$ cat src/rtl/sound_pkg.sv
// Shared definitions for the sound effects block.
//   state_t     : sequencer states (IDLE, TONE, LOST_HI, LOST_LO)
//   PRIO_*      : event priorities, higher value wins
//   HP_*        : square-wave half-periods in clock cycles
//   block_hp()  : half-period for a destroyed block, from its row
package sound_pkg;

    typedef enum logic [1:0] {
        IDLE    = 2'd0,
        TONE    = 2'd1,
        LOST_HI = 2'd2,
        LOST_LO = 2'd3
    } state_t;

    localparam logic [1:0] PRIO_WALL   = 2'd0;
    localparam logic [1:0] PRIO_PADDLE = 2'd1;
    localparam logic [1:0] PRIO_BLOCK  = 2'd2;
    localparam logic [1:0] PRIO_LOST   = 2'd3;

    localparam logic [17:0] HP_WALL       = 18'd56818;   // 440 Hz
    localparam logic [17:0] HP_PADDLE     = 18'd28409;   // 880 Hz
    localparam logic [17:0] HP_BLOCK_BASE = 18'd7500;    // row 0, 3.33 kHz
    localparam logic [17:0] HP_BLOCK_STEP = 18'd2500;    // per row further down
    localparam logic [17:0] HP_LOST_HI    = 18'd113636;
    localparam logic [17:0] HP_LOST_LO    = 18'd227272;

    // Lower rows sound lower: row 7 gives 25000 cycles (1 kHz).
    function automatic logic [17:0] block_hp(input logic [2:0] row);
        return HP_BLOCK_BASE + HP_BLOCK_STEP * 18'(row);
    endfunction

endpackage

$ cat src/rtl/sound_effects_if.sv
// Event and audio signals between the game logic and the sound block.
//   HIT_WALL, HIT_PADDLE, HIT_BLOCK, BALL_LOST : one-cycle event pulses
//   HIT_BLOCK_ROW : row of the destroyed block, valid with HIT_BLOCK
//   MUTE          : level, silences SPEAKER only
//   SPEAKER       : square-wave audio
//   BUSY          : high while a sound is sequencing
//   DBG_STATE     : current sequencer state, for observation only
// Handshake: events are fire-and-forget pulses with no ready/back-pressure;
// the sound block either takes a pulse in the cycle it is high or drops it.
interface sound_effects_if;
    import sound_pkg::*;

    logic       HIT_WALL;
    logic       HIT_PADDLE;
    logic       HIT_BLOCK;
    logic [2:0] HIT_BLOCK_ROW;
    logic       BALL_LOST;
    logic       MUTE;
    logic       SPEAKER;
    logic       BUSY;
    state_t     DBG_STATE;

    modport master (
        output HIT_WALL, HIT_PADDLE, HIT_BLOCK, HIT_BLOCK_ROW, BALL_LOST, MUTE,
        input  SPEAKER, BUSY, DBG_STATE
    );

    modport slave (
        input  HIT_WALL, HIT_PADDLE, HIT_BLOCK, HIT_BLOCK_ROW, BALL_LOST, MUTE,
        output SPEAKER, BUSY, DBG_STATE
    );

endinterface

$ cat src/rtl/sound_effects_tone_gen.sv
// Square-wave divider.
//   clk, rst_n  : clock, asynchronous active-low reset
//   load        : restart the wave high with a new half-period
//   half_period : cycles spent at each level
//   enable      : keep running; when low the divider parks at 0
//   level       : wave output
module tone_gen (
    input  logic        clk,
    input  logic        rst_n,
    input  logic        load,
    input  logic [17:0] half_period,
    input  logic        enable,
    output logic        level
);

    logic [17:0] hp_q;
    logic [17:0] cnt_q;

    // cnt_q counts HP-1 down to 0 at each level, so every level lasts
    // exactly HP cycles.
    always_ff @(posedge clk or negedge rst_n) begin
        if (!rst_n) begin
            hp_q  <= '0;
            cnt_q <= '0;
            level <= 1'b0;
        end else if (load) begin
            hp_q  <= half_period;
            cnt_q <= half_period - 18'd1;
            level <= 1'b1;
        end else if (enable) begin
            if (cnt_q == '0) begin
                cnt_q <= hp_q - 18'd1;
                level <= ~level;
            end else begin
                cnt_q <= cnt_q - 18'd1;
            end
        end else begin
            cnt_q <= '0;
            level <= 1'b0;
        end
    end

endmodule

$ cat src/rtl/sound_effects.sv
// Breakout sound effects: priority arbitration of game events, tone
// sequencing and duration timing; the wave itself comes from tone_gen.
//   CLK      : clock
//   RESET_N  : asynchronous active-low reset
//   bus      : sound_effects_if.slave (events in, SPEAKER/BUSY/DBG_STATE out)
//   DUR_SHORT: wall/paddle/block tone length in cycles
//   DUR_LONG : length of each ball-lost note in cycles
module sound_effects
    import sound_pkg::*;
#(
    parameter int DUR_SHORT = 1250000,
    parameter int DUR_LONG  = 10000000
) (
    input  logic            CLK,
    input  logic            RESET_N,
    sound_effects_if.slave  bus
);

    localparam logic [23:0] DUR_SHORT_M1 = 24'(DUR_SHORT - 1);
    localparam logic [23:0] DUR_LONG_M1  = 24'(DUR_LONG - 1);

    state_t      state_q, state_d;
    logic [1:0]  prio_q, prio_d;
    logic [23:0] dur_q, dur_d;

    logic        ev_any;
    logic [1:0]  ev_prio;
    state_t      ev_state;
    logic [17:0] ev_hp;
    logic        last_cycle;
    logic        seq_done;
    logic        accept;
    logic        load;
    logic [17:0] load_hp;
    logic        level;

    // Pick the single highest-priority event of this cycle.
    always_comb begin
        ev_any   = bus.BALL_LOST | bus.HIT_BLOCK | bus.HIT_PADDLE | bus.HIT_WALL;
        ev_prio  = PRIO_WALL;
        ev_state = TONE;
        ev_hp    = HP_WALL;
        if (bus.BALL_LOST) begin
            ev_prio  = PRIO_LOST;
            ev_state = LOST_HI;
            ev_hp    = HP_LOST_HI;
        end else if (bus.HIT_BLOCK) begin
            ev_prio  = PRIO_BLOCK;
            ev_hp    = block_hp(bus.HIT_BLOCK_ROW);
        end else if (bus.HIT_PADDLE) begin
            ev_prio  = PRIO_PADDLE;
            ev_hp    = HP_PADDLE;
        end
    end

    // dur_q runs DUR-1 down to 0, so 0 marks the last cycle of a note.
    // In the final cycle of a whole sound the block counts as free, so any
    // event is taken rather than lost to the return to IDLE.
    assign last_cycle = (dur_q == '0);
    assign seq_done   = last_cycle && (state_q == TONE || state_q == LOST_LO);
    assign accept     = ev_any && (state_q == IDLE || seq_done || ev_prio >= prio_q);

    // State register.
    always_ff @(posedge CLK or negedge RESET_N) begin
        if (!RESET_N) begin
            state_q <= IDLE;
            prio_q  <= PRIO_WALL;
            dur_q   <= '0;
        end else begin
            state_q <= state_d;
            prio_q  <= prio_d;
            dur_q   <= dur_d;
        end
    end

    // Next-state logic.
    always_comb begin
        state_d = state_q;
        prio_d  = prio_q;
        dur_d   = dur_q;
        load    = 1'b0;
        load_hp = ev_hp;
        if (accept) begin
            state_d = ev_state;
            prio_d  = ev_prio;
            dur_d   = (ev_state == LOST_HI) ? DUR_LONG_M1 : DUR_SHORT_M1;
            load    = 1'b1;
        end else if (state_q != IDLE) begin
            if (last_cycle) begin
                case (state_q)
                    LOST_HI: begin
                        // Second note keeps priority 3 and restarts the phase.
                        state_d = LOST_LO;
                        dur_d   = DUR_LONG_M1;
                        load    = 1'b1;
                        load_hp = HP_LOST_LO;
                    end
                    default: begin
                        state_d = IDLE;
                        prio_d  = PRIO_WALL;
                        dur_d   = '0;
                    end
                endcase
            end else begin
                dur_d = dur_q - 24'd1;
            end
        end
    end

    tone_gen u_tone_gen (
        .clk         (CLK),
        .rst_n       (RESET_N),
        .load        (load),
        .half_period (load_hp),
        .enable      (state_q != IDLE),
        .level       (level)
    );

    // Outputs: all from registered state; MUTE only gates the audio.
    always_comb begin
        bus.BUSY      = (state_q != IDLE);
        bus.SPEAKER   = level && (state_q != IDLE) && !bus.MUTE;
        bus.DBG_STATE = state_q;
    end

endmodule
$ cat src/flat_wrapper.sv
// flat-port wrapper written by rule: the top's interface ports become plain ports
module sound_effects_flat import sound_pkg::*;
#(
    parameter int DUR_SHORT = 1250000,
    parameter int DUR_LONG  = 10000000
)
  (CLK, RESET_N, bus_HIT_WALL, bus_HIT_PADDLE, bus_HIT_BLOCK, bus_HIT_BLOCK_ROW, bus_BALL_LOST, bus_MUTE, bus_SPEAKER, bus_BUSY, bus_DBG_STATE);
  sound_effects_if bus_i ();
  input  logic CLK;
  input  logic RESET_N;
  input wire logic [$bits(bus_i.HIT_WALL)-1:0] bus_HIT_WALL;
  input wire logic [$bits(bus_i.HIT_PADDLE)-1:0] bus_HIT_PADDLE;
  input wire logic [$bits(bus_i.HIT_BLOCK)-1:0] bus_HIT_BLOCK;
  input wire logic [$bits(bus_i.HIT_BLOCK_ROW)-1:0] bus_HIT_BLOCK_ROW;
  input wire logic [$bits(bus_i.BALL_LOST)-1:0] bus_BALL_LOST;
  input wire logic [$bits(bus_i.MUTE)-1:0] bus_MUTE;
  output wire logic [$bits(bus_i.SPEAKER)-1:0] bus_SPEAKER;
  output wire logic [$bits(bus_i.BUSY)-1:0] bus_BUSY;
  output wire logic [$bits(bus_i.DBG_STATE)-1:0] bus_DBG_STATE;
  assign bus_i.HIT_WALL = bus_HIT_WALL;
  assign bus_i.HIT_PADDLE = bus_HIT_PADDLE;
  assign bus_i.HIT_BLOCK = bus_HIT_BLOCK;
  assign bus_i.HIT_BLOCK_ROW = bus_HIT_BLOCK_ROW;
  assign bus_i.BALL_LOST = bus_BALL_LOST;
  assign bus_i.MUTE = bus_MUTE;
  assign bus_SPEAKER = bus_i.SPEAKER;
  assign bus_BUSY = bus_i.BUSY;
  assign bus_DBG_STATE = bus_i.DBG_STATE;
  sound_effects #(.DUR_SHORT(DUR_SHORT), .DUR_LONG(DUR_LONG)) u_core (.CLK(CLK), .RESET_N(RESET_N), .bus(bus_i));
endmodule
$ cat config.mk
export PLATFORM = sky130hd
export DESIGN_NAME = sound_effects_flat
export DESIGN_NICKNAME = d
export VERILOG_FILES = /design/src/rtl/sound_pkg.sv /design/src/rtl/sound_effects_if.sv /design/src/rtl/sound_effects_tone_gen.sv /design/src/rtl/sound_effects.sv /design/src/flat_wrapper.sv
export SDC_FILE = /design/constraint.sdc
export NUM_CORES = 1
export LEC_CHECK = 0
export CORE_MARGIN = 8
export CORE_UTILIZATION = 30
export DETAILED_ROUTE_END_ITERATION = 10
export PLACE_DENSITY = 0.43
export SYNTH_ARGS = -nofsm -noshare
export SYNTH_HDL_FRONTEND = slang
export SYNTH_SLANG_ARGS = --single-unit
$ cat constraint.sdc
create_clock -name CLK -period 7.4 [get_ports CLK]
set_clock_uncertainty 0.1 [all_clocks]
set_input_delay 1.11 -clock CLK [delete_from_list [all_inputs] [get_ports CLK]]
set_output_delay 1.11 -clock CLK [all_outputs]
set_load 0.02 [all_outputs]
==> impl_summary.log, run 1 <==
[metrics] Gates resized, CTS repair: 0
[metrics] die area: 19100 µm²
[metrics] fraction of the yosys area taken by sequential cells: 0.363
[metrics] total wirelength of the detailed-routed design: roughly 14 mm
[metrics] CTS sink count: 65
[metrics] gr ovfl total: 0
[metrics] area taken by multi-input logic gates: 2630 µm²
[metrics] source-to-sink clock delay at the later pin of the worst-skew pair: 0.34 ns
[metrics] fraction of synthesis flops using an asynchronous set or reset pin: 1.00
[metrics] setup repair after global routing missed its margin: no
[metrics] area share of xor/xnor cells in the synthesized design: 0.0606
[metrics] global-route wire length before repair: ~22 mm
[metrics] most frequently used flop master after synthesis: sky130_fd_sc_hd__dfrtp_1
[metrics] hold bufs inserted after CTS: 0
[metrics] number of maximum-capacitance violations: 0
[metrics] Post-Syn Area: around 4500 µm²
[metrics] share of synthesized cell area in full adder, half adder and majority cells: 0.0469
[metrics] largest family of logic cells by synthesized area: compound AO/OA/AOI/OAI gates
[metrics] Synth Area per Inst: ~8.4 µm²
[metrics] min Tclk post-route: 4.95 ns
[metrics] setup violators final: 0
[metrics] wire length per cell: ~19 µm
[metrics] placeable core region: ~15000 µm²
[metrics] hold crit path type: flip-flop to flip-flop
[metrics] Pins Over Slew Limit: 0
[metrics] sequential cell area: between 1500 and 2000 µm²
[metrics] worst setup path class: input pin to flip-flop
[metrics] Final Power: roughly 1.8 mW
[metrics] final-layout setup total negative slack: 0 ns
[metrics] count of filler cells inserted in the layout: between 1500 and 2000
[metrics] Vias: a little over 4000
[metrics] synthesized-area fraction occupied by ao, oa, aoi and oai cells: 0.247
[metrics] overall track demand over capacity in global routing: 0.141
[metrics] number of placed cells counting well taps: 707
[metrics] starting density of the core: 0.307
[metrics] leakage component of the power: between 1.5 and 2 nW
[metrics] share of total power in the clock network: 0.261
[metrics] Pwr Density: between 300 and 400 nW/µm²
[metrics] clock tree from TritonCTS: built
[metrics] worst endpoint data arrival time: 5.06 ns
[metrics] average via count per standard cell: 5.60
[metrics] antenna diode count: 0
[metrics] Total Nets Final: between 500 and 600
[metrics] count of port buffers added during placement: 13
[metrics] endpoint type of the worst setup path: flip-flop
[metrics] peak ir drop on the vdd network: between 0.2 and 0.25 mV
[metrics] number of search-and-repair iterations in the first detailed-routing pass: 7
[metrics] Residual DRC: 0
[metrics] cell-internal power: ~1.1 mW
[metrics] final weighted congestion in routability-driven placement: 0.823
[metrics] area growth from synthesis to layout: 12.6%
[metrics] nets in the synthesized netlist: roughly 560
[metrics] final HPWL from detailed placement: just under 10 mm
[metrics] Slew @ Worst Pin: between 0.9 and 1 ns
[metrics] required time at the worst-slack endpoint: approximately 7.5 ns
[metrics] count of placed standard cells in the final layout, fillers left out: 723
[metrics] Sequential Power Share: 0.337
[metrics] TritonCTS buffer count: 9
[metrics] via count of the first global-routing pass: 3866
[metrics] maximum root-to-sink buffer count: 2
[metrics] vertical die dimension: 138 µm
[metrics] Die W: 138 µm
[metrics] Reg clk slew, reported paths: approximately 0.06 ns
[metrics] number of rows created at floorplan: 44
[metrics] maximum number of pins on one net before global-route repair: 66
[metrics] iteration-0 DRC count of the detailed router: 408
[metrics] switching power of the nets: ~770 µW
[metrics] count of different cell masters after synthesis: a little under 70
[metrics] antenna violations before repair: 0
[metrics] peak fanout along the critical path: 17
[metrics] # Post-CTS Setup Buffers: 0
[metrics] ports placed on the boundary: 14
[metrics] simple logic cell fraction of the synthesized area: 0.231
[metrics] run status: finished, final reports clean
[metrics] total of flip-flops plus latches after synthesis: 65
[metrics] worst max-slew margin expressed relative to the limit: 0.337
[metrics] depth of the CTS H-tree: 3
[metrics] number of warnings printed during yosys synthesis: 0
[metrics] power share of the combinational group: 0.403
[metrics] Hold Fails Final Rpt: 0
[metrics] maximum frequency from static timing analysis: around 200 MHz
[metrics] root buf cell: sky130_fd_sc_hd__clkbuf_16
[metrics] Post-Syn Instances: between 500 and 600
[metrics] multiplexer share of the synthesized area: 0
[metrics] remaining number of nets flagged by the antenna check after routing: 0
[metrics] category of the worst setup path launch point: input pin
[metrics] layout cells sized above 1: 0.0872
[metrics] count of flip-flops with a built-in enable after synthesis: 0
[metrics] share of the cycle needed by the critical path after routing: 0.668
[metrics] switching part of the total power: 0.420
-- cell type report --
cell class | count | area share
Clock buffer | 11 | 0.0501
Clock inverter | 5 | 0.0154
Inverter | 20 | 0.0149
Multi-Input combinational cell | 421 | 0.521
Sequential cell | 65 | 0.322
Tap cell | 184 | 0.0456
Timing Repair Buffer | 17 | 0.0307
-- logic make-up after synthesis --
logic type | count (synthesis)
AND/OR/NAND/NOR | 200
AO/OA/AOI/OAI | 175
flip-flops | 65
buffers and inverters | 45
XOR/XNOR | 31
adder cells (fa/ha/maj) | 15
-- power by group through the flow --
stage | sequential [mW] | clock [mW] | combinational (mW)
5_1_grt | 0.635 | 0.506 | 0.827
3_5_place_dp | 0.618 | 0 | 0.739
3_3_place_gp | 0.620 | 0 | 0.738
2_1_floorplan | 0.583 | 0 | 0.566
4_1_cts | 0.613 | 0.488 | 0.742
6_report | 0.617 | 0.478 | 0.739
-- final timing paths --
check,from,endpoint,slack [ns],cells past startpoint
max,bus_HIT_BLOCK,u_core.u_tone_gen.cnt_q[10],2.45,16
min,u_core.prio_q[0],u_core.prio_q[0],0.39,2
max reg2reg,u_core.dur_q[0],u_core.u_tone_gen.cnt_q[10],3.37,13
min reg2reg,u_core.prio_q[0],u_core.prio_q[0],0.39,2
max in group asynchronous,RESET_N,u_core.dur_q[17],5.75,2
min in group asynchronous,RESET_N,u_core.u_tone_gen.hp_q[12],0.86,2
-- registers in the layout, summed over array words and instances, names as in the netlist --
name and cells:
u_core.dur_q 24, u_core.bus.DBG_STATE 2, u_core.u_tone_gen.cnt_q 18, u_core.u_tone_gen.level 1, u_core.u_tone_gen.hp_q 18, u_core.prio_q 2
-- cells in the mapped netlist, drive strengths merged, types with 6 or more instances --
master	instances	area [µm²]
dfrtp	65	1630
nor2	59	224
a21oi	54	270
o21ai	47	246
nand2	41	156
nor3	27	145
inv	20	75.1
xnor2	19	166
a31oi	16	115
buf	15	119
or3	14	88.8
ha	12	150
xor2	12	105
clkbuf	10	37.5
nand3	9	45.0
o31ai	8	60.1
nand2b	7	43.8
o22ai	7	43.8
nand4	6	37.5
or4	6	52.6
-- through the flow --
| step | utilization | worst slack, ns | cell area, µm² | hold slack (ns) |
|---|---|---|---|---|
| 2_1_floorplan | - | 3.42 | 4480 | 0.356 |
| 3_3_place_gp | 0.323 | 2.28 | 4720 | 0.391 |
| 3_5_place_dp | 0.323 | 2.14 | 4720 | 0.386 |
| 4_1_cts | 0.346 | 2.49 | 5050 | 0.401 |
| 5_1_grt | 0.346 | 2.13 | 5050 | 0.447 |
| 6_report | 0.346 | 2.45 | 5050 | 0.393 |
-- placed cells by master (no fill, tap or decap), types with 3 or more instances in the layout --
cell type | synthesis | layout
sky130_fd_sc_hd__dfrtp_1 | 65 | 65
sky130_fd_sc_hd__nor2_1 | 58 | 58
sky130_fd_sc_hd__a21oi_1 | 54 | 54
sky130_fd_sc_hd__o21ai_0 | 44 | 44
sky130_fd_sc_hd__nand2_1 | 40 | 40
sky130_fd_sc_hd__nor3_1 | 25 | 25
sky130_fd_sc_hd__inv_1 | 20 | 20
sky130_fd_sc_hd__xnor2_1 | 19 | 19
sky130_fd_sc_hd__a31oi_1 | 15 | 15
sky130_fd_sc_hd__or3_1 | 13 | 13
sky130_fd_sc_hd__xor2_1 | 12 | 12
sky130_fd_sc_hd__ha_1 | 12 | 12
sky130_fd_sc_hd__clkdlybuf4s50_1 | 0 | 12
sky130_fd_sc_hd__nand3_1 | 9 | 9
sky130_fd_sc_hd__clkbuf_16 | 0 | 9
sky130_fd_sc_hd__o31ai_1 | 8 | 8
sky130_fd_sc_hd__nand2b_1 | 7 | 7
sky130_fd_sc_hd__o22ai_1 | 7 | 7
sky130_fd_sc_hd__nand4_1 | 6 | 6
sky130_fd_sc_hd__nor2b_1 | 5 | 5
sky130_fd_sc_hd__o211ai_1 | 5 | 5
sky130_fd_sc_hd__o22a_1 | 5 | 5
sky130_fd_sc_hd__or2_2 | 4 | 4
sky130_fd_sc_hd__or4_1 | 4 | 4
sky130_fd_sc_hd__a211oi_1 | 4 | 4
sky130_fd_sc_hd__nor3b_1 | 4 | 4
sky130_fd_sc_hd__buf_4 | 4 | 4
sky130_fd_sc_hd__nor4_1 | 4 | 3
sky130_fd_sc_hd__nor4b_1 | 3 | 3
sky130_fd_sc_hd__a22o_2 | 3 | 3
sky130_fd_sc_hd__fa_1 | 3 | 3
-- critical path: stages --
cell and delay (ns):
sky130_fd_sc_hd__clkdlybuf4s50_1 0.78, sky130_fd_sc_hd__nor2b_1 0.18, sky130_fd_sc_hd__or2_2 0.34, sky130_fd_sc_hd__inv_1 0.08, sky130_fd_sc_hd__ha_1 0.22, sky130_fd_sc_hd__nand2b_1 0.16, sky130_fd_sc_hd__a211o_1 0.34, sky130_fd_sc_hd__nand2b_1 0.21
sky130_fd_sc_hd__nand3_1 0.30, sky130_fd_sc_hd__nand3_1 0.20, sky130_fd_sc_hd__ha_1 0.22, sky130_fd_sc_hd__o211ai_1 0.15, sky130_fd_sc_hd__nor3_1 0.36, sky130_fd_sc_hd__nand4_1 0.19, sky130_fd_sc_hd__nand3_1 0.13, sky130_fd_sc_hd__o211ai_1 0.09
-- per-layer routing --
metal  vias to the layer above  track usage  routed length (µm)
li1                       1955            -                   -
met1                      1941        0.208                6730
met2                       138        0.201                5890
met3                        17       0.0247                 708
met4                         0       0.0498                 203
met5                         -            0                   0
(Power assumes the default switching activity.)
==> inputs of run 2 (changes only) <==
==> constraint.sdc (replaced) <==
create_clock -name CLK -period 5.2 [get_ports CLK]
set_clock_uncertainty 0.1 [all_clocks]
set_input_delay 0.78 -clock CLK [delete_from_list [all_inputs] [get_ports CLK]]
set_output_delay 0.78 -clock CLK [all_outputs]
set_load 0.02 [all_outputs]
==> run 2 against run 1 <==
  * Non-clock buffer count up 5
  * Largest power group unchanged
  * Register-to-register slack got worse by 2.2 ns
  * Die area is the same
  * Critical path type unchanged
  * Sequential power rose by 43%
  * Final cell count is 0.69% higher
  * Clock-buffer cell count shrank 1
  * Highest routed layer unchanged
  * Via count up 2.7%
  * Worst hold slack got worse by 0.24 ns
  * Combinational power grew 43%
  * Largest cell class unchanged
  * Worst setup slack got worse by 1.6 ns
==> impl_summary.log, run 2 (synthesized netlist as in run 1, its figures left out) <==
[metrics] peak ir drop on the vdd network: 0.211 mV (was 0.201 mV)
[metrics] Pwr Density: 500 nW/µm² (was 363 nW/µm²)
[metrics] TritonCTS buffer count: 9 (unchanged)
[metrics] ports placed on the boundary: 14 (unchanged)
[metrics] depth of the CTS H-tree: 3 (unchanged)
[metrics] most used cell along the critical path: sky130_fd_sc_hd__nand3_1 (unchanged)
[metrics] number of rows created at floorplan: 44 (unchanged)
[metrics] placeable core region: 14600 µm² (unchanged)
[metrics] startpoint of the worst register-to-register path: u_core.dur_q[0] (unchanged)
[metrics] run status: finished, final reports clean (unchanged)
[metrics] worst max-slew margin expressed relative to the limit: 0.366 (was 0.337)
[metrics] via count of the first global-routing pass: 3842 (was 3866)
[metrics] remaining number of nets flagged by the antenna check after routing: 0 (unchanged)
[metrics] starting density of the core: 0.307 (unchanged)
[metrics] setup violators final: 0 (unchanged)
[metrics] worst endpoint data arrival time: 4.42 ns (was 5.06 ns)
[metrics] die area: 19100 µm² (unchanged)
[metrics] iteration-0 DRC count of the detailed router: 319 (was 408)
[metrics] source-to-sink clock delay at the later pin of the worst-skew pair: 0.34 ns (about the same)
[metrics] startpoint of the most critical setup path: bus_HIT_PADDLE (was bus_HIT_BLOCK)
[metrics] maximum number of pins on one net before global-route repair: 61 (was 66)
[metrics] category of the worst setup path launch point: input pin (unchanged)
[metrics] switching power of the nets: 1.10 mW (was 770 µW)
[metrics] Largest register FFs: 24 (unchanged)
[metrics] worst setup path class: input pin to flip-flop (unchanged)
[metrics] total non-filler cell area in the finished layout: 5030 µm² (was 5050 µm²)
[metrics] Hold Fails Final Rpt: 0 (unchanged)
[metrics] maximum root-to-sink buffer count: 2 (unchanged)
[metrics] library cell contributing the largest single delay on the critical path: sky130_fd_sc_hd__clkdlybuf4s50_1 (unchanged)
[metrics] number of buffers and inverters on the critical path: 3 (was 2)
[metrics] number of search-and-repair iterations in the first detailed-routing pass: 6 (was 7)
[metrics] most frequent standard cell in the layout excluding fill and tap cells: sky130_fd_sc_hd__dfrtp_1 (unchanged)
[metrics] cell area after placement: 4750 µm² (was 4720 µm²)
[metrics] CP peak stage delay: 0.45 ns (was 0.78 ns)
[metrics] cell type group with the largest total delay on the critical path: simple AND/OR/NAND/NOR gates (unchanged)
[metrics] share of the cycle needed by the critical path after routing: 0.827
[metrics] Sequential Power Share: 0.352 (was 0.337)
[metrics] Reg clk slew, reported paths: 0.06 ns (about the same)
[metrics] final weighted congestion in routability-driven placement: 0.793 (was 0.823)
[metrics] area growth from synthesis to layout: 12.2% (was 12.6%)
[metrics] cell-internal power: 1.41 mW (was 1.06 mW)
[metrics] # Post-CTS Setup Buffers: 0 (unchanged)
[metrics] wire length per cell: 18.8 µm (was 18.7 µm)
[metrics] maximum frequency from static timing analysis: 233 MHz
[metrics] count of filler cells inserted in the layout: 1501 (was 1524)
[metrics] total wirelength of the detailed-routed design: 13.7 mm (was 13.5 mm)
[metrics] average via count per standard cell: 5.71 (was 5.60)
[metrics] leakage component of the power: 1.90 nW (was 1.89 nW)
[metrics] Total Nets Final: 564 (was 559)
[metrics] Vias: 4159 (was 4051)
[metrics] min Tclk post-route: between 4 and 5 ns
[metrics] Slew @ Worst Pin: 0.948 ns (was 0.991 ns)
[metrics] count of port buffers added during placement: 13 (unchanged)
[metrics] overall track demand over capacity in global routing: 0.140 (was 0.141)
[metrics] clock tree from TritonCTS: built (unchanged)
[metrics] registers with the most flip-flops: u_core.dur_q (24), u_core.u_tone_gen.cnt_q (18), u_core.u_tone_gen.hp_q (18) (unchanged)
[metrics] required time at the worst-slack endpoint: 5.32 ns (was 7.52 ns)
[metrics] Gates resized, CTS repair: 0 (unchanged)
[metrics] Residual DRC: 0 (unchanged)
[metrics] CTS sink count: 65 (unchanged)
[metrics] vertical die dimension: 138 µm (unchanged)
[metrics] share of total power in the clock network: 0.226 (was 0.261)
[metrics] register ranked first by flip-flop count: u_core.dur_q (unchanged)
[metrics] global-route wire length before repair: 21.8 mm (was 21.9 mm)
[metrics] highest-count cells in the layout ignoring fill and taps: sky130_fd_sc_hd__dfrtp_1, sky130_fd_sc_hd__nor2_1, sky130_fd_sc_hd__a21oi_1 (unchanged)
[metrics] hold bufs inserted after CTS: 0 (unchanged)
[metrics] final HPWL from detailed placement: 9.87 mm (was 9.61 mm)
[metrics] root buf cell: sky130_fd_sc_hd__clkbuf_16 (unchanged)
[metrics] hold crit path type: input pin to asynchronous set/reset pin (was flip-flop to flip-flop)
[metrics] final-layout setup total negative slack: 0 ns (unchanged)
[metrics] worst path cell trace: clkdlybuf4s50_1 -> buf_4 -> nor2b_1 -> or2_2 -> inv_1 -> ha_1 -> nand2b_1 -> a211o_1 -> nand2b_1 -> nand3_1 -> nand3_1 -> ha_1 -> o211ai_1 -> nor3_1 -> nand4_1 -> nand3_1 -> o211ai_1 (was clkdlybuf4s50_1 -> nor2b_1 -> or2_2 -> inv_1 -> ha_1 -> nand2b_1 -> a211o_1 -> nand2b_1 -> nand3_1 -> nand3_1 -> ha_1 -> o211ai_1 -> nor3_1 -> nand4_1 -> nand3_1 -> o211ai_1)
[metrics] switching part of the total power: 0.439 (was 0.420)
[metrics] setup repair after global routing missed its margin: no (unchanged)
[metrics] antenna violations before repair: 0 (unchanged)
[metrics] Pins Over Slew Limit: 0 (unchanged)
[metrics] antenna diode count: 0 (unchanged)
[metrics] power share of the combinational group: 0.422 (was 0.403)
[metrics] number of maximum-capacitance violations: 0 (unchanged)
[metrics] endpoint type of the worst setup path: flip-flop (unchanged)
[metrics] layout cells sized above 1: 0.0956 (was 0.0872)
[metrics] Die W: 138 µm (unchanged)
[metrics] peak fanout along the critical path: 7 (was 17)
[metrics] gr ovfl total: 0 (unchanged)
==> run 2: cell types whose count changed in the layout (fill, tap and decap cells not counted) <==
| cell | change |
|---|---|
| sky130_fd_sc_hd__clkbuf_8 | -1 |
| sky130_fd_sc_hd__buf_4 | +5 |
| sky130_fd_sc_hd__clkinvlp_4 | -1 |
| sky130_fd_sc_hd__clkinv_4 | +1 |
| sky130_fd_sc_hd__bufinv_16 | -2 |
| sky130_fd_sc_hd__clkinv_2 | +3 |
==> run 2: worst paths after layout <==
check	endpoint	slack [ns]	depth (start not counted)
worst max-delay path	u_core.u_tone_gen.cnt_q[10]	0.90	17
worst max register to register	u_core.u_tone_gen.cnt_q[10]	1.21	13
worst min-delay path	u_core.u_tone_gen.hp_q[11]	0.15	1
min in group CLK	u_core.u_tone_gen.hp_q[17]	0.41	2
worst min register to register	u_core.u_tone_gen.hp_q[17]	0.41	2
max in group asynchronous	u_core.dur_q[7]	3.82	2
==> run 2: worst reg2reg max path, cell delays in order, from the launching register on <==
cell and delay (ns):
sky130_fd_sc_hd__dfrtp_1 0.41, sky130_fd_sc_hd__inv_1 0.07, sky130_fd_sc_hd__ha_1 0.23, sky130_fd_sc_hd__or3b_2 0.51, sky130_fd_sc_hd__nor4_4 0.62, sky130_fd_sc_hd__and2_4 0.37, sky130_fd_sc_hd__nand3_1 0.29, sky130_fd_sc_hd__nand3_1 0.20
sky130_fd_sc_hd__ha_1 0.20, sky130_fd_sc_hd__o211ai_1 0.13, sky130_fd_sc_hd__nor3_1 0.34, sky130_fd_sc_hd__nand4_1 0.17, sky130_fd_sc_hd__nand3_1 0.12, sky130_fd_sc_hd__o211ai_1 0.09
==> run 2: metrics by stage <==
stage	setup WS [ns]	utilization	hold slack, ns	total power, mW	cells
after floorplan	1.55	-	0.356	1.64	531
after global placement	0.722	0.326	0.393	1.94	712
after detailed placement	0.575	0.326	0.397	1.94	712
after CTS	0.913	0.345	0.150	2.52	728
after global routing	0.585	0.345	0.153	2.69	728
final	0.900	0.345	0.150	2.51	728
==> run 2: metal layers <==
| layer | up-vias | routed length (µm) | track usage |
|---|---|---|---|
| met5 | - | 0 | 0 |
| met4 | 0 | 232 | 0.0578 |
| met3 | 21 | 586 | 0.0171 |
| met2 | 125 | 5890 | 0.201 |
| met1 | 2049 | 6960 | 0.206 |
| li1 | 1964 | - | - |
==> run 2: power by group through the flow <==
| stage | Combinational [mW] | Clock (mW) | Sequential (mW) |
|---|---|---|---|
| 2_1_floorplan | 0.805 | 0 | 0.830 |
| 3_3_place_gp | 1.06 | 0 | 0.882 |
| 3_5_place_dp | 1.06 | 0 | 0.884 |
| 4_1_cts | 1.07 | 0.573 | 0.877 |
| 5_1_grt | 1.18 | 0.594 | 0.912 |
| 6_report | 1.06 | 0.568 | 0.885 |
==> run 2: area by class of cell <==
class	instances	area, µm²	area share
Sequential cell	65	1630	0.324
Timing Repair Buffer	22	193	0.0383
Multi-Input combinational cell	421	2630	0.523
Inverter	20	75.1	0.0149
Clock buffer	10	239	0.0475
Clock inverter	6	33.8	0.00672
Tap cell	184	230	0.0458
==> inputs of run 3 (changes only) <==
==> constraint.sdc (replaced) <==
create_clock -name CLK -period 4.4 [get_ports CLK]
set_clock_uncertainty 0.1 [all_clocks]
set_input_delay 0.66 -clock CLK [delete_from_list [all_inputs] [get_ports CLK]]
set_output_delay 0.66 -clock CLK [all_outputs]
set_load 0.02 [all_outputs]
==> run 3 against run 2 <==
  * Sequential share of layout area down 0.47 points
  * Wire length down 2.2%
  * Final area up 1.5%
  * Via count down 1.7%
  * Global-route usage up 0.072 points
  * Clock-buffer cell count up 4
  * First-iteration DRC count down 1.9%
  * Final cell count up 0.69%
  * Critical path depth down 3
  * Worst hold slack better by 0.059 ns
  * Register-to-register slack worse by 0.38 ns
  * Non-clock buffer count up 5
==> impl_summary.log, run 3 (synthesized netlist as in run 1, its figures left out) <==
[metrics] number of maximum-capacitance violations: 0 (unchanged)
[metrics] count of port buffers added during placement: 13 (unchanged)
[metrics] antenna violations before repair: 0 (unchanged)
[metrics] number of placed cells counting well taps: 717 (was 712)
[metrics] required time at the worst-slack endpoint: 4.49 ns (was 5.32 ns)
[metrics] layout cells sized above 1: 0.100 (was 0.0956)
[metrics] share of total power in the clock network: 0.247 (was 0.226)
[metrics] worst max-slew margin expressed relative to the limit: 0.372 (was 0.366)
[metrics] iteration-0 DRC count of the detailed router: 313 (was 319)
[metrics] root buf cell: sky130_fd_sc_hd__clkbuf_16 (unchanged)
[metrics] maximum number of pins on one net before global-route repair: 44 (was 61)
[metrics] met2 routed WL: 5.91 mm (was 5.89 mm)
[metrics] final HPWL from detailed placement: 9.63 mm (was 9.87 mm)
[metrics] number of rows created at floorplan: 44 (unchanged)
[metrics] Pins Over Slew Limit: 0 (unchanged)
[metrics] setup repair after global routing missed its margin: no (unchanged)
[metrics] source-to-sink clock delay at the later pin of the worst-skew pair: 0.33 ns (was 0.34 ns)
[metrics] WL met3: 503 µm (was 586 µm)
[metrics] startpoint of the most critical setup path: bus_HIT_BLOCK_ROW[2] (was bus_HIT_PADDLE)
[metrics] die area: 19100 µm² (unchanged)
[metrics] hold bufs inserted after CTS: 0 (unchanged)
[metrics] placeable core region: 14600 µm² (unchanged)
[metrics] power share of the combinational group: 0.408 (was 0.422)
[metrics] depth of the CTS H-tree: 3 (unchanged)
[metrics] via count of the first global-routing pass: 4011 (was 3842)
[metrics] worst setup path class: input pin to flip-flop (unchanged)
[metrics] hold crit path type: input pin to asynchronous set/reset pin (unchanged)
[metrics] antenna diode count: 0 (unchanged)
[metrics] Vias: 4087 (was 4159)
[metrics] startpoint of the worst register-to-register path: u_core.dur_q[0] (unchanged)
[metrics] smallest hold slack: 0.209 ns (was 0.150 ns)
[metrics] cell area after placement: 4790 µm² (was 4750 µm²)
[metrics] registers with the most flip-flops: u_core.dur_q (24), u_core.u_tone_gen.cnt_q (18), u_core.u_tone_gen.hp_q (18) (unchanged)
[metrics] TritonCTS buffer count: 9 (unchanged)
[metrics] cell-internal power: 1.76 mW (was 1.41 mW)
[metrics] # Post-CTS Setup Buffers: 0 (unchanged)
[metrics] Top Layer Used: met4 (unchanged)
[metrics] Pwr Density: 593 nW/µm² (was 500 nW/µm²)
[metrics] global-route wire length before repair: 22.1 mm (was 21.8 mm)
[metrics] Gates resized, CTS repair: 0 (unchanged)
[metrics] remaining number of nets flagged by the antenna check after routing: 0 (unchanged)
[metrics] Sequential Power Share: 0.345 (was 0.352)
[metrics] run status: finished, final reports clean (unchanged)
[metrics] total non-filler cell area in the finished layout: 5100 µm² (was 5030 µm²)
[metrics] number of search-and-repair iterations in the first detailed-routing pass: 5 (was 6)
[metrics] endpoint type of the worst setup path: flip-flop (unchanged)
[metrics] setup violators final: 0 (unchanged)
[metrics] Residual DRC: 0 (unchanged)
[metrics] leakage component of the power: 1.94 nW (was 1.90 nW)
[metrics] category of the worst setup path launch point: input pin (unchanged)
[metrics] CTS sink count: 65 (unchanged)
[metrics] wire length per cell: 18.2 µm (was 18.8 µm)
[metrics] most frequent standard cell in the layout excluding fill and tap cells: sky130_fd_sc_hd__dfrtp_1 (unchanged)
[metrics] count of placed standard cells in the final layout, fillers left out: 733 (was 728)
[metrics] Largest register FFs: 24 (unchanged)
[metrics] register ranked first by flip-flop count: u_core.dur_q (unchanged)
[metrics] highest-count cells in the layout ignoring fill and taps: sky130_fd_sc_hd__dfrtp_1, sky130_fd_sc_hd__nor2_1, sky130_fd_sc_hd__a21oi_1 (unchanged)
[metrics] switching power of the nets: 1.26 mW (was 1.10 mW)
[metrics] vertical die dimension: 138 µm (unchanged)
[metrics] Slew @ Worst Pin: 0.938 ns (was 0.948 ns)
[metrics] total wirelength of the detailed-routed design: 13.4 mm (was 13.7 mm)
[metrics] ports placed on the boundary: 14 (unchanged)
[metrics] Met1 Wirelength: 6.76 mm (was 6.96 mm)
[metrics] average via count per standard cell: 5.58 (was 5.71)
[metrics] clock tree from TritonCTS: built (unchanged)
[metrics] worst endpoint data arrival time: 3.93 ns (was 4.42 ns)
[metrics] gr ovfl total: 0 (unchanged)
[metrics] min Tclk post-route: approximately 3.8 ns
[metrics] maximum root-to-sink buffer count: 2 (unchanged)
[metrics] final weighted congestion in routability-driven placement: 0.844 (was 0.793)
[metrics] switching part of the total power: 0.418 (was 0.439)
[metrics] maximum frequency from static timing analysis: roughly 260 MHz
[metrics] peak fanout along the critical path: 5 (was 7)
[metrics] share of the cycle needed by the critical path after routing: 0.871
[metrics] count of filler cells inserted in the layout: 1493 (was 1501)
[metrics] peak ir drop on the vdd network: 0.381 mV (was 0.211 mV)
[metrics] Total Nets Final: 569 (was 564)
[metrics] Die W: 138 µm (unchanged)
[metrics] starting density of the core: 0.307 (unchanged)
[metrics] Hold Fails Final Rpt: 0 (unchanged)
[metrics] overall track demand over capacity in global routing: 0.141 (was 0.140)
[metrics] area growth from synthesis to layout: 13.8% (was 12.2%)
[metrics] final-layout setup total negative slack: 0 ns (unchanged)
[metrics] Reg clk slew, reported paths: 0.05 ns (was 0.06 ns)
[run 3: changes by cell type in the layout (fill, tap and decap cells not counted), sizes merged]
cell,delta
buf,+5
bufinv,+1
clkbuf,+4
clkinv,-5
[run 3: per-layer routing]
| metal | vias to the layer above | GRT usage |
|---|---|---|
| met5 | - | 0 |
| met4 | 0 | 0.0481 |
| met3 | 16 | 0.0264 |
| met2 | 106 | 0.217 |
| met1 | 1990 | 0.193 |
| li1 | 1975 | - |
[run 3: area by class of cell]
type | instances | area (µm²) | share of cell area
tap | 184 | 230 | 0.0451
multi-input combinational | 421 | 2630 | 0.516
clock buffer | 14 | 274 | 0.0537
timing repair buffer | 27 | 230 | 0.0451
sequential | 65 | 1630 | 0.319
inverter | 20 | 75.1 | 0.0147
clock inverter | 2 | 35.0 | 0.00687
[run 3: per-stage QoR]
stage                      util  setup WS (ns)  total power [mW]
after global routing      0.350          0.283              3.26
after global placement    0.328          0.144              2.27
final                     0.350          0.566              3.02
after floorplan               -          0.871              1.93
after CTS                 0.350          0.506              3.04
after detailed placement  0.328          0.145              2.28
[run 3: final timing paths]
kind,endpoint,slack (ns),cells after the start
setup / recovery,u_core.u_tone_gen.cnt_q[13],0.57,14
min in group CLK,u_core.prio_q[0],0.39,2
setup reg to reg,u_core.u_tone_gen.cnt_q[10],0.83,14
hold / removal,u_core.u_tone_gen.hp_q[11],0.21,1
max in group asynchronous,u_core.dur_q[5],2.98,2
hold reg to reg,u_core.prio_q[0],0.39,2
[run 3: power by group through the flow]
stage | Clock (mW) | Sequential [mW] | Combinational, mW
floorplan | 0 | 0.981 | 0.951
global placement | 0 | 1.04 | 1.23
detailed placement | 0 | 1.05 | 1.23
CTS | 0.768 | 1.04 | 1.24
global route | 0.788 | 1.08 | 1.39
finish | 0.747 | 1.04 | 1.23
[run 3: critical path, cell delays in order]
cell and delay (ns):
sky130_fd_sc_hd__clkdlybuf4s50_1 0.59, sky130_fd_sc_hd__inv_1 0.14, sky130_fd_sc_hd__fa_1 0.44, sky130_fd_sc_hd__inv_1 0.07, sky130_fd_sc_hd__ha_1 0.16, sky130_fd_sc_hd__inv_1 0.05
sky130_fd_sc_hd__fa_1 0.41, sky130_fd_sc_hd__nor2b_1 0.13, sky130_fd_sc_hd__o21ai_0 0.10, sky130_fd_sc_hd__xnor2_1 0.26, sky130_fd_sc_hd__nand3b_1 0.16, sky130_fd_sc_hd__xnor2_1 0.17
sky130_fd_sc_hd__a211oi_1 0.45, sky130_fd_sc_hd__o22ai_1 0.15
